**src/rtl/stat_resp_misr.sv**
```systemverilog
// -----------------------------------------------------------------------------
// stat_resp_misr
//
// Purpose:
//   Response compactor for the Stat_* combinational benchmarks. Each accepted
//   benchmark output vector is folded into a multiple-input signature register
//   (MISR). After the programmed number of patterns the signature is compared
//   against a golden value, so a whole benchmark run collapses into one
//   pass/fail bit.
//
// Optional feature (compile-time macro):
//   STAT_MISR_XMASK_EN - adds input resp_mask. Each accepted response becomes
//                        resp_data & ~resp_mask before compaction, so unknown
//                        or don't-care outputs are forced to zero.
//
// Ports:
//   clk           in   rising-edge clock
//   rst_n         in   asynchronous active-low reset
//   start         in   begin a run (honoured in IDLE or DONE only)
//   num_patterns  in   COUNT_W  patterns to compact, latched on start
//   golden        in   WIDTH    expected signature, latched on start
//   resp_valid    in   resp_data holds a benchmark response
//   resp_ready    out  a response is accepted this cycle (RUN state)
//   resp_data     in   WIDTH    benchmark output vector (bit 0 = first output)
//   resp_mask     in   WIDTH    don't-care mask (STAT_MISR_XMASK_EN only)
//   busy          out  run in progress (RUN or CHECK)
//   done          out  run complete, pass is valid
//   pass          out  signature matched golden
//   signature     out  WIDTH    current MISR contents
//   pat_count     out  COUNT_W  responses accepted in the current run
// -----------------------------------------------------------------------------
module stat_resp_misr #(
   parameter int          WIDTH   = 32,
   parameter int          COUNT_W = 16,
   parameter logic [31:0] POLY    = 32'h04C11DB7,
   parameter logic [31:0] SEED    = 32'hFFFFFFFF
) (
   input  logic               clk,
   input  logic               rst_n,
   input  logic               start,
   input  logic [COUNT_W-1:0] num_patterns,
   input  logic [WIDTH-1:0]   golden,
   input  logic               resp_valid,
   output logic               resp_ready,
   input  logic [WIDTH-1:0]   resp_data,
`ifdef STAT_MISR_XMASK_EN
   input  logic [WIDTH-1:0]   resp_mask,
`endif
   output logic               busy,
   output logic               done,
   output logic               pass,
   output logic [WIDTH-1:0]   signature,
   output logic [COUNT_W-1:0] pat_count
);

   localparam logic [WIDTH-1:0] POLY_L = POLY[WIDTH-1:0];
   localparam logic [WIDTH-1:0] SEED_L = SEED[WIDTH-1:0];

   typedef enum logic [1:0] {
      IDLE  = 2'd0,
      RUN   = 2'd1,
      CHECK = 2'd2,
      DONE  = 2'd3
   } state_t;

   state_t             state, state_nxt;
   logic               start_acc;
   logic               accept;
   logic [COUNT_W-1:0] cnt_lat;
   logic [WIDTH-1:0]   golden_lat;
   logic [COUNT_W-1:0] cnt_inc;
   logic [WIDTH-1:0]   resp_eff;

   // One MISR step: shift left, reduce by POLY when the MSB falls out,
   // then fold in the new response vector.
   function automatic logic [WIDTH-1:0] misr_step(input logic [WIDTH-1:0] sig,
                                                  input logic [WIDTH-1:0] din);
      logic [WIDTH-1:0] fb;
      fb = sig[WIDTH-1] ? POLY_L : '0;
      return {sig[WIDTH-2:0], 1'b0} ^ fb ^ din;
   endfunction

`ifdef STAT_MISR_XMASK_EN
   assign resp_eff = resp_data & ~resp_mask;
`else
   assign resp_eff = resp_data;
`endif

   assign cnt_inc = pat_count + COUNT_W'(1);

   always_ff @(posedge clk or negedge rst_n) begin
      if (!rst_n) begin
         state <= IDLE;
      end else begin
         state <= state_nxt;
      end
   end

   // Next state and state-decoded outputs. resp_ready/busy/done depend on
   // the registered state only, never on resp_valid.
   always_comb begin
      state_nxt  = state;
      resp_ready = 1'b0;
      busy       = 1'b0;
      done       = 1'b0;
      start_acc  = 1'b0;
      accept     = 1'b0;
      case (state)
         IDLE: begin
            if (start) begin
               start_acc = 1'b1;
               state_nxt = (num_patterns == '0) ? CHECK : RUN;
            end
         end
         RUN: begin
            resp_ready = 1'b1;
            busy       = 1'b1;
            if (resp_valid) begin
               accept = 1'b1;
               // The run ends exactly on the latched count; pat_count never
               // exceeds it, so the increment cannot wrap.
               if (cnt_inc == cnt_lat) begin
                  state_nxt = CHECK;
               end
            end
         end
         CHECK: begin
            busy      = 1'b1;
            state_nxt = DONE;
         end
         DONE: begin
            done = 1'b1;
            if (start) begin
               start_acc = 1'b1;
               state_nxt = (num_patterns == '0) ? CHECK : RUN;
            end
         end
         default: begin
            state_nxt = IDLE;
         end
      endcase
   end

   // Run parameters: plain data captured on start, no reset needed.
   always_ff @(posedge clk) begin
      if (start_acc) begin
         cnt_lat    <= num_patterns;
         golden_lat <= golden;
      end
   end

   // Signature, pattern counter and verdict.
   always_ff @(posedge clk or negedge rst_n) begin
      if (!rst_n) begin
         signature <= SEED_L;
         pat_count <= '0;
         pass      <= 1'b0;
      end else begin
         if (start_acc) begin
            signature <= SEED_L;
            pat_count <= '0;
            pass      <= 1'b0;
         end else if (accept) begin
            signature <= misr_step(signature, resp_eff);
            pat_count <= cnt_inc;
         end else if (state == CHECK) begin
            pass <= (signature == golden_lat);
         end
      end
   end

endmodule

```
**config.mk**
```make
export PLATFORM = sky130hd
export DESIGN_NAME = stat_resp_misr
export DESIGN_NICKNAME = d
export VERILOG_FILES = /design/src/rtl/stat_resp_misr.sv
export SDC_FILE = /design/constraint.sdc
export NUM_CORES = 1
export LEC_CHECK = 0
export CAP_MARGIN = 20
export CORE_AREA = 2 2 112 114
export CTS_BUF_LIST = sky130_fd_sc_hd__clkbuf_16
export CTS_CLUSTER_SIZE = 20
export DETAILED_ROUTE_END_ITERATION = 6
export DIE_AREA = 0 0 114 116
export PLACE_DENSITY = 0.77
export SYNTH_ARGS = -nofsm -noshare
export SYNTH_HDL_FRONTEND = slang
export SYNTH_SLANG_ARGS = --single-unit
```
**constraint.sdc**
```tcl
create_clock -name clk -period 3.75 [get_ports clk]
set_input_delay 0.375 -clock clk [delete_from_list [all_inputs] [get_ports clk]]
set_output_delay 0.375 -clock clk [all_outputs]
set_load 0.05 [all_outputs]
```
==> results.json, run 1 <==
{
  "synth_fp_nets": 514,
  "grt_pass1_vias": 4013,
  "synthesized_flop_and_latch_total": 99,
  "tritoncts": "done",
  "num-fill-cells": 1006,
  "run_status": "finished clean",
  "combinationalPowerShare": 0.439,
  "clkSinkCount": 99,
  "slew_violations": 0,
  "io_buffers": 135,
  "cts-buffers-inserted": 9,
  "vias": 3790,
  "ir_drop_mv": 0.472,
  "type_of_the_most_critical_hold_path": "input port to asynchronous set/reset pin",
  "routed_wl_per_cell_um": 18.2,
  "max_cap_viol_count": 0,
  "setup.worst_path.class": "register to output port",
  "cp_slowest_cell": "clkdlybuf4s50_1",
  "antenna_found_initial": 0,
  "yosysUniqueCellTypes": 54,
  "internal_power_mw": 2.95,
  "dr_wl_met3_um": 821,
  "ios": 136,
  "final_layout_size_suffix_gt1_frac": 0.111,
  "timing.critical_path.to_type": "output port",
  "power.static_leakage_nw": 2.48,
  "proportion_of_netlist_area_held_by_the_largest_area_contributor": 0.287,
  "wire_length_of_the_first_global_routing_pass_um": 21000,
  "critical_path_arrival_ns": 2.13,
  "post-synth-top-count-cell": "xnor2_1",
  "grt_use_total": 0.206,
  "worst_setup_hold_path_clk_slew_ns": 0.07,
  "final-seq-area_um2": 2760,
  "p_seq_frac": 0.389,
  "initialDrtViolationCount": 217,
  "clockBufferDepth": 2,
  "synth_top_cells_by_count": "xnor2_1, edfxtp_1, nand2_1, xor2_1, o211ai_1",
  "detail-route-antenna-nets": 0,
  "n_antenna_cell": 0,
  "synthTopCellsByArea": "edfxtp_1, dfstp_2, xnor2_1",
  "timing.critical_path.from_type": "register",
  "detail_route.first_pass.iterations": 4,
  "clock_power_share": 0.173,
  "die_h_um": 116,
  "synth_warnings": 0,
  "timing.critical_path.slowest_cell_delay_ns": 0.91,
  "clock-skew-final_ns": 0.00602,
  "floorplan.rows": 40,
  "crit_chain": "clkdlybuf4s50_1",
  "fp.dieArea_um2": 13200,
  "area.growth.synth_to_final_pct": 34.0,
  "worst_slew_margin_rel": 0.533,
  "critPathRequiredTime_ns": 3.38,
  "coreArea_um2": 11900,
  "initial_utilization": 0.422,
  "grt_start_max_net_pins": 70,
  "vias_per_cell": 5.38,
  "synthesis.area_um2": 5030,
  "power.net_switching_mw": 2.10,
  "hold_violations": 0,
  "total_of_hold_buffers_inserted_after_clock_tree_synthesis": 0,
  "worst-r2r-cell-count": 5,
  "critical-path-top-delay-family": "buffers and inverters",
  "synth-main-ff-cell": "edfxtp_1",
  "timing.critical_path.fanout_max": 17,
  "synth_cells": 426,
  "timing.final.crit_period_ns": 2.51,
  "timing.critical_path.buf_inv": 1,
  "net_switching_share_of_the_total_power": 0.415,
  "final_nets": 641,
  "worst-path-stages": 1,
  "numPlacedInstances": 689,
  "synth_area_leader_cell": "edfxtp_1",
  "postSynthAreaPerCell_um2": 11.8,
  "chipWidth_um": 114,
  "layout_worst_path_cycle_share": 0.669,
  "globalRouteOverflowTotal": 0,
  "finalSetupViolations": 0,
  "multiInputGateArea_um2": 2110,
  "p_per_area_nw_per_um2": 750,
  "worstMarginPinSlew_ns": 0.699,
  "synth_enable_flop_cells": 48,
  "fin_cells": 705,
  "cts_root_buffer": "clkbuf_16",
  "drt-total-wl_um": 12800,
  "clkLatencyLatePin_ns": 0.35,
  "fmax_ghz": 0.399,
  "cts_setup_buffers": 0,
  "dp_hpwl_um": 9340,
  "topRoutingLayerUsed": "met4",
  "ys_async_sr_fraction": 0.515,
  "post_cts_resize_count": 0,
  "drcViolationCount": 0,
  "rsz_0062_raised_after_global_routing": "no",
  "max_h_tree_level": 3,
  "m1WireLength_um": 5260,
  "met2RoutedLength_um": 6560,
  "synth_seq_area_share": 0.549,
  "finalWeightedCongestion": 0.924,
  "setup_tns_ns": 0
}
final timing paths:
| kind | from | to | slack, ns |
|---|---|---|---|
| max reg2reg | pat_count[3]$_DFFE_PN0P_ | state[0]$_DFFE_PN0P_ | 1.31 |
| min reg2reg | pass$_DFFE_PN0P_ | pass$_DFFE_PN0P_ | 0.52 |
| min in group clk | pass$_DFFE_PN0P_ | pass$_DFFE_PN0P_ | 0.52 |
| max | signature[31]$_DFFE_PN1P_ | signature[31] | 1.24 |
| min | rst_n | pat_count[11]$_DFFE_PN0P_ | 0.06 |
| max in group asynchronous | rst_n | signature[23]$_DFFE_PN1P_ | 2.86 |
cell type report:
class | count | share of cell area
multi-input combinational | 298 | 0.313
sequential | 99 | 0.409
clock buffer | 9 | 0.0334
inverter | 6 | 0.00334
timing repair buffer | 139 | 0.206
clock inverter | 7 | 0.00799
tap | 147 | 0.0273
cells in the final DEF (no fill, tap or decap), types with 13 or more instances in the layout:
master	n
nand2_1	43
clkdlybuf4s50_1	134
xor2_1	42
xnor2_1	64
dfstp_2	32
dfrtp_1	19
nor2_1	15
nand4_1	13
o211ai_1	34
edfxtp_1	48
per-layer routing:
metal	track usage	vias to the layer above
li1	-	1771
met1	0.254	1851
met2	0.365	152
met3	0.0481	16
met4	0.0537	0
met5	0	-
metrics by stage:
step / power, mW / hold slack [ns] / util / area, um2 / setup WS (ns)
2_1_floorplan: 3.45 / 0.0794 / - / 5030 / 0.787
3_3_place_gp: 4.14 / 0.441 / 0.542 / 6460 / 1.43
3_5_place_dp: 4.21 / 0.451 / 0.542 / 6460 / 1.34
4_1_cts: 5.10 / 0.0766 / 0.566 / 6740 / 1.23
5_1_grt: 5.34 / 0.110 / 0.566 / 6740 / 1.11
6_report: 5.05 / 0.0594 / 0.566 / 6740 / 1.24
kinds of logic (layout without fill, tap and decap cells):
group | Yosys count | after routing | share of synthesized area
and+or+nand+nor | 125 | 125 | 0.135
xor gates and xnor gates | 106 | 106 | 0.185
DFF | 99 | 99 | 0.549
AOI/OAI and AO/OA | 63 | 63 | 0.0889
buffers and inverters | 29 | 161 | 0.0331
adders and majority gates | 4 | 4 | 0.00996
sequential cells by signal, indices dropped and copies added (netlist names):
name        cells
cnt_lat        16
golden_lat     32
pass            1
pat_count      16
signature      32
state           2
power by group through the flow:
stage	clock, mW	sequential [mW]	combinational, mW
after floorplan	0	2.37	1.09
after global routing	0.933	2.01	2.39
after detailed placement	0	1.98	2.23
after global placement	0	1.96	2.17
after CTS	0.898	1.97	2.24
final	0.872	1.96	2.22
Power figures use the tool's default switching activity.
==> run 2: changes to the inputs <==
- PLACE_DENSITY: 0.77 -> 0.8
- clock period: 3.75 -> 2.3 ns (I/O delays scaled with it)
==> run 2 against run 1 <==
  * Total power grew 62%
  * Clock power is 55% higher
  * Worst hold slack improved by 0.30 ns
  * First-iteration DRC count is 15% lower
  * Critical path depth up 7
  * Critical path type is now register to register
  * Critical endpoint is now state[0]$_DFFE_PN0P_
==> results.json, run 2 (synthesized netlist as in run 1, its figures left out) <==
{
  "finalWeightedCongestion": 0.994,
  "coreArea_um2": 11900,
  "power.static_leakage_nw": 2.54,
  "timing.critical_path.from_type": "register",
  "wire_length_of_the_first_global_routing_pass_um": 20200,
  "grt_use_total": 0.200,
  "clkSinkCount": 99,
  "timing.critical_path.to_type": "register",
  "detail_route.first_pass.iterations": 4,
  "setup_tns_ns": 0,
  "rrSetupSlack_ns": 0.02,
  "slew_violations": 0,
  "cts-buffers-inserted": 9,
  "grt_pass1_vias": 3904,
  "vias": 3842,
  "max_cap_viol_count": 0,
  "hold_violations": 0,
  "ios": 136,
  "fmax_ghz": 0.439,
  "numPlacedInstances": 696,
  "final_nets": 651,
  "cts_root_buffer": "clkbuf_16",
  "initialDrtViolationCount": 184,
  "initial_utilization": 0.422,
  "layout_common_cells": "clkdlybuf4s50_1, xnor2_1, edfxtp_1, nand2_1, xor2_1",
  "ir_drop_mv": 1.06,
  "p_per_area_nw_per_um2": 1200,
  "worst_setup_hold_path_clk_slew_ns": 0.06,
  "max_h_tree_level": 3,
  "clock-skew-final_ns": 0.00755,
  "worst_slew_margin_rel": 0.577,
  "io_buffers": 135,
  "antenna_found_initial": 0,
  "grt_start_max_net_pins": 66,
  "clockBufferDepth": 2,
  "finalSetupViolations": 0,
  "worst-r2r-cell-count": 8,
  "final_critical_path_setup_slack_ns": 0.0219,
  "drt-total-wl_um": 12600,
  "type_of_the_most_critical_hold_path": "input port to asynchronous set/reset pin",
  "critical_path_arrival_ns": 2.51,
  "clkLatencyLatePin_ns": 0.35,
  "timing.hold.ws_ns": 0.359,
  "setup.worst_path.class": "register to register",
  "chipWidth_um": 114,
  "place_worst_setup_slack_ns": 0.0446,
  "n_antenna_cell": 0,
  "critPathRequiredTime_ns": 2.53,
  "timing.critical_path.fanout_max": 4,
  "routed_wl_per_cell_um": 17.6,
  "final_layout_size_suffix_gt1_frac": 0.136,
  "tritoncts": "done",
  "rsz_0062_raised_after_global_routing": "yes",
  "globalRouteOverflowTotal": 0,
  "floorplan.rows": 40,
  "worstMarginPinSlew_ns": 0.634,
  "detail-route-antenna-nets": 0,
  "largestRegisters": "golden_lat x32, signature x32",
  "dp_hpwl_um": 9500,
  "final_common_cell": "clkdlybuf4s50_1",
  "run_status": "finished clean",
  "timing.final.crit_period_ns": 2.28,
  "layout_worst_path_cycle_share": 0.990,
  "regToRegStartpoint": "state[0]$_DFFE_PN0P_",
  "die_h_um": 116,
  "fp.dieArea_um2": 13200,
  "drcViolationCount": 0,
  "timing.rr.end": "state[0]$_DFFE_PN0P_",
  "area.growth.synth_to_final_pct": 35.7,
  "vias_per_cell": 5.37,
  "fin_cells": 715
}
-- run 2: changes by cell type in the layout (fill, tap and decap cells not counted), sizes merged --
cell	delta
inv	+4
clkinv	-4
clkdlybuf4s50	-2
buf	+10
dlymetal6s2s	+1
dlygate4sd3	+1
-- run 2: worst max-delay path by stage --
| stage | start | end | slack, ns | depth (start not counted) |
|---|---|---|---|---|
| 2_1_floorplan | pat_count[3]$_DFFE_PN0P_ | state[0]$_DFFE_PN0P_ | 0.02 | 7 |
| 3_3_place_gp | pat_count[0]$_DFFE_PN0P_ | state[0]$_DFFE_PN0P_ | 0.16 | 6 |
| 3_5_place_dp | pat_count[0]$_DFFE_PN0P_ | state[0]$_DFFE_PN0P_ | 0.04 | 7 |
| 4_1_cts | state[0]$_DFFE_PN0P_ | busy | 0.003 | 4 |
| 5_1_grt | state[0]$_DFFE_PN0P_ | state[0]$_DFFE_PN0P_ | -0.05 | 8 |
| 6_report | state[0]$_DFFE_PN0P_ | state[0]$_DFFE_PN0P_ | 0.02 | 8 |
-- run 2: timing repair --
action | in CTS | in global routing
endpoints found under the setup margin | 0 | 3
hold endpoints to repair | 5 | 0
hold buffers | 1 | 0
buffers inserted | 0 | 2
gates resized for setup | 0 | 3
-- run 2: critical path, cell delays in order (launching register included) --
cell and delay, ns:
dfrtp_1 0.41, inv_1 0.07, ha_1 0.33, or2b_1 0.19, nand3_1 0.12, nor4b_4 0.25, nand4_1 0.13, a2111o_1 0.44
a31o_1 0.24
-- run 2: report_power, final --
group | switching [mW] | total (mW) | internal (mW) | leakage (nW)
clock network | 0.623 | 1.35 | 0.725 | 0.144
logic | 2.24 | 3.68 | 1.44 | 1.35
registers | 0.508 | 3.16 | 2.65 | 1.04
total | 3.37 | 8.19 | 4.82 | 2.54
-- run 2: cell type report --
cell class	instances	area, um2
fillers	1002	5090
flip-flops and latches	99	2760
multi-input cells	298	2130
repair buffers	149	1450
clock buffers	9	225
well taps	147	184
clock inverters	7	40.0
inverters	6	22.5
-- run 2: per-layer routing --
| metal | GRT usage | up-vias | part of all wire | wire length, um |
|---|---|---|---|---|
| met4 | 0.0821 | 0 | 0.031 | 386 |
| met2 | 0.330 | 180 | 0.49 | 6130 |
| met1 | 0.245 | 1834 | 0.40 | 5070 |
| met5 | 0 | - | 0 | 0 |
| li1 | - | 1796 | - | - |
| met3 | 0.0654 | 32 | 0.079 | 995 |
-- run 2: stage by stage --
step / utilization / power, mW / instance area (um2)
floorplan: - / 5.64 / 5050
global placement: 0.547 / 6.77 / 6510
detailed placement: 0.547 / 6.87 / 6510
CTS: 0.570 / 8.26 / 6790
global route: 0.573 / 8.66 / 6820
finish: 0.573 / 8.19 / 6820
==> run 3: changes to the inputs <==
- HOLD_SLACK_MARGIN: unset -> 0.06
==> results of run 3 <==
Same layout as run 2: the final DEF is identical, and so are final timing and power.
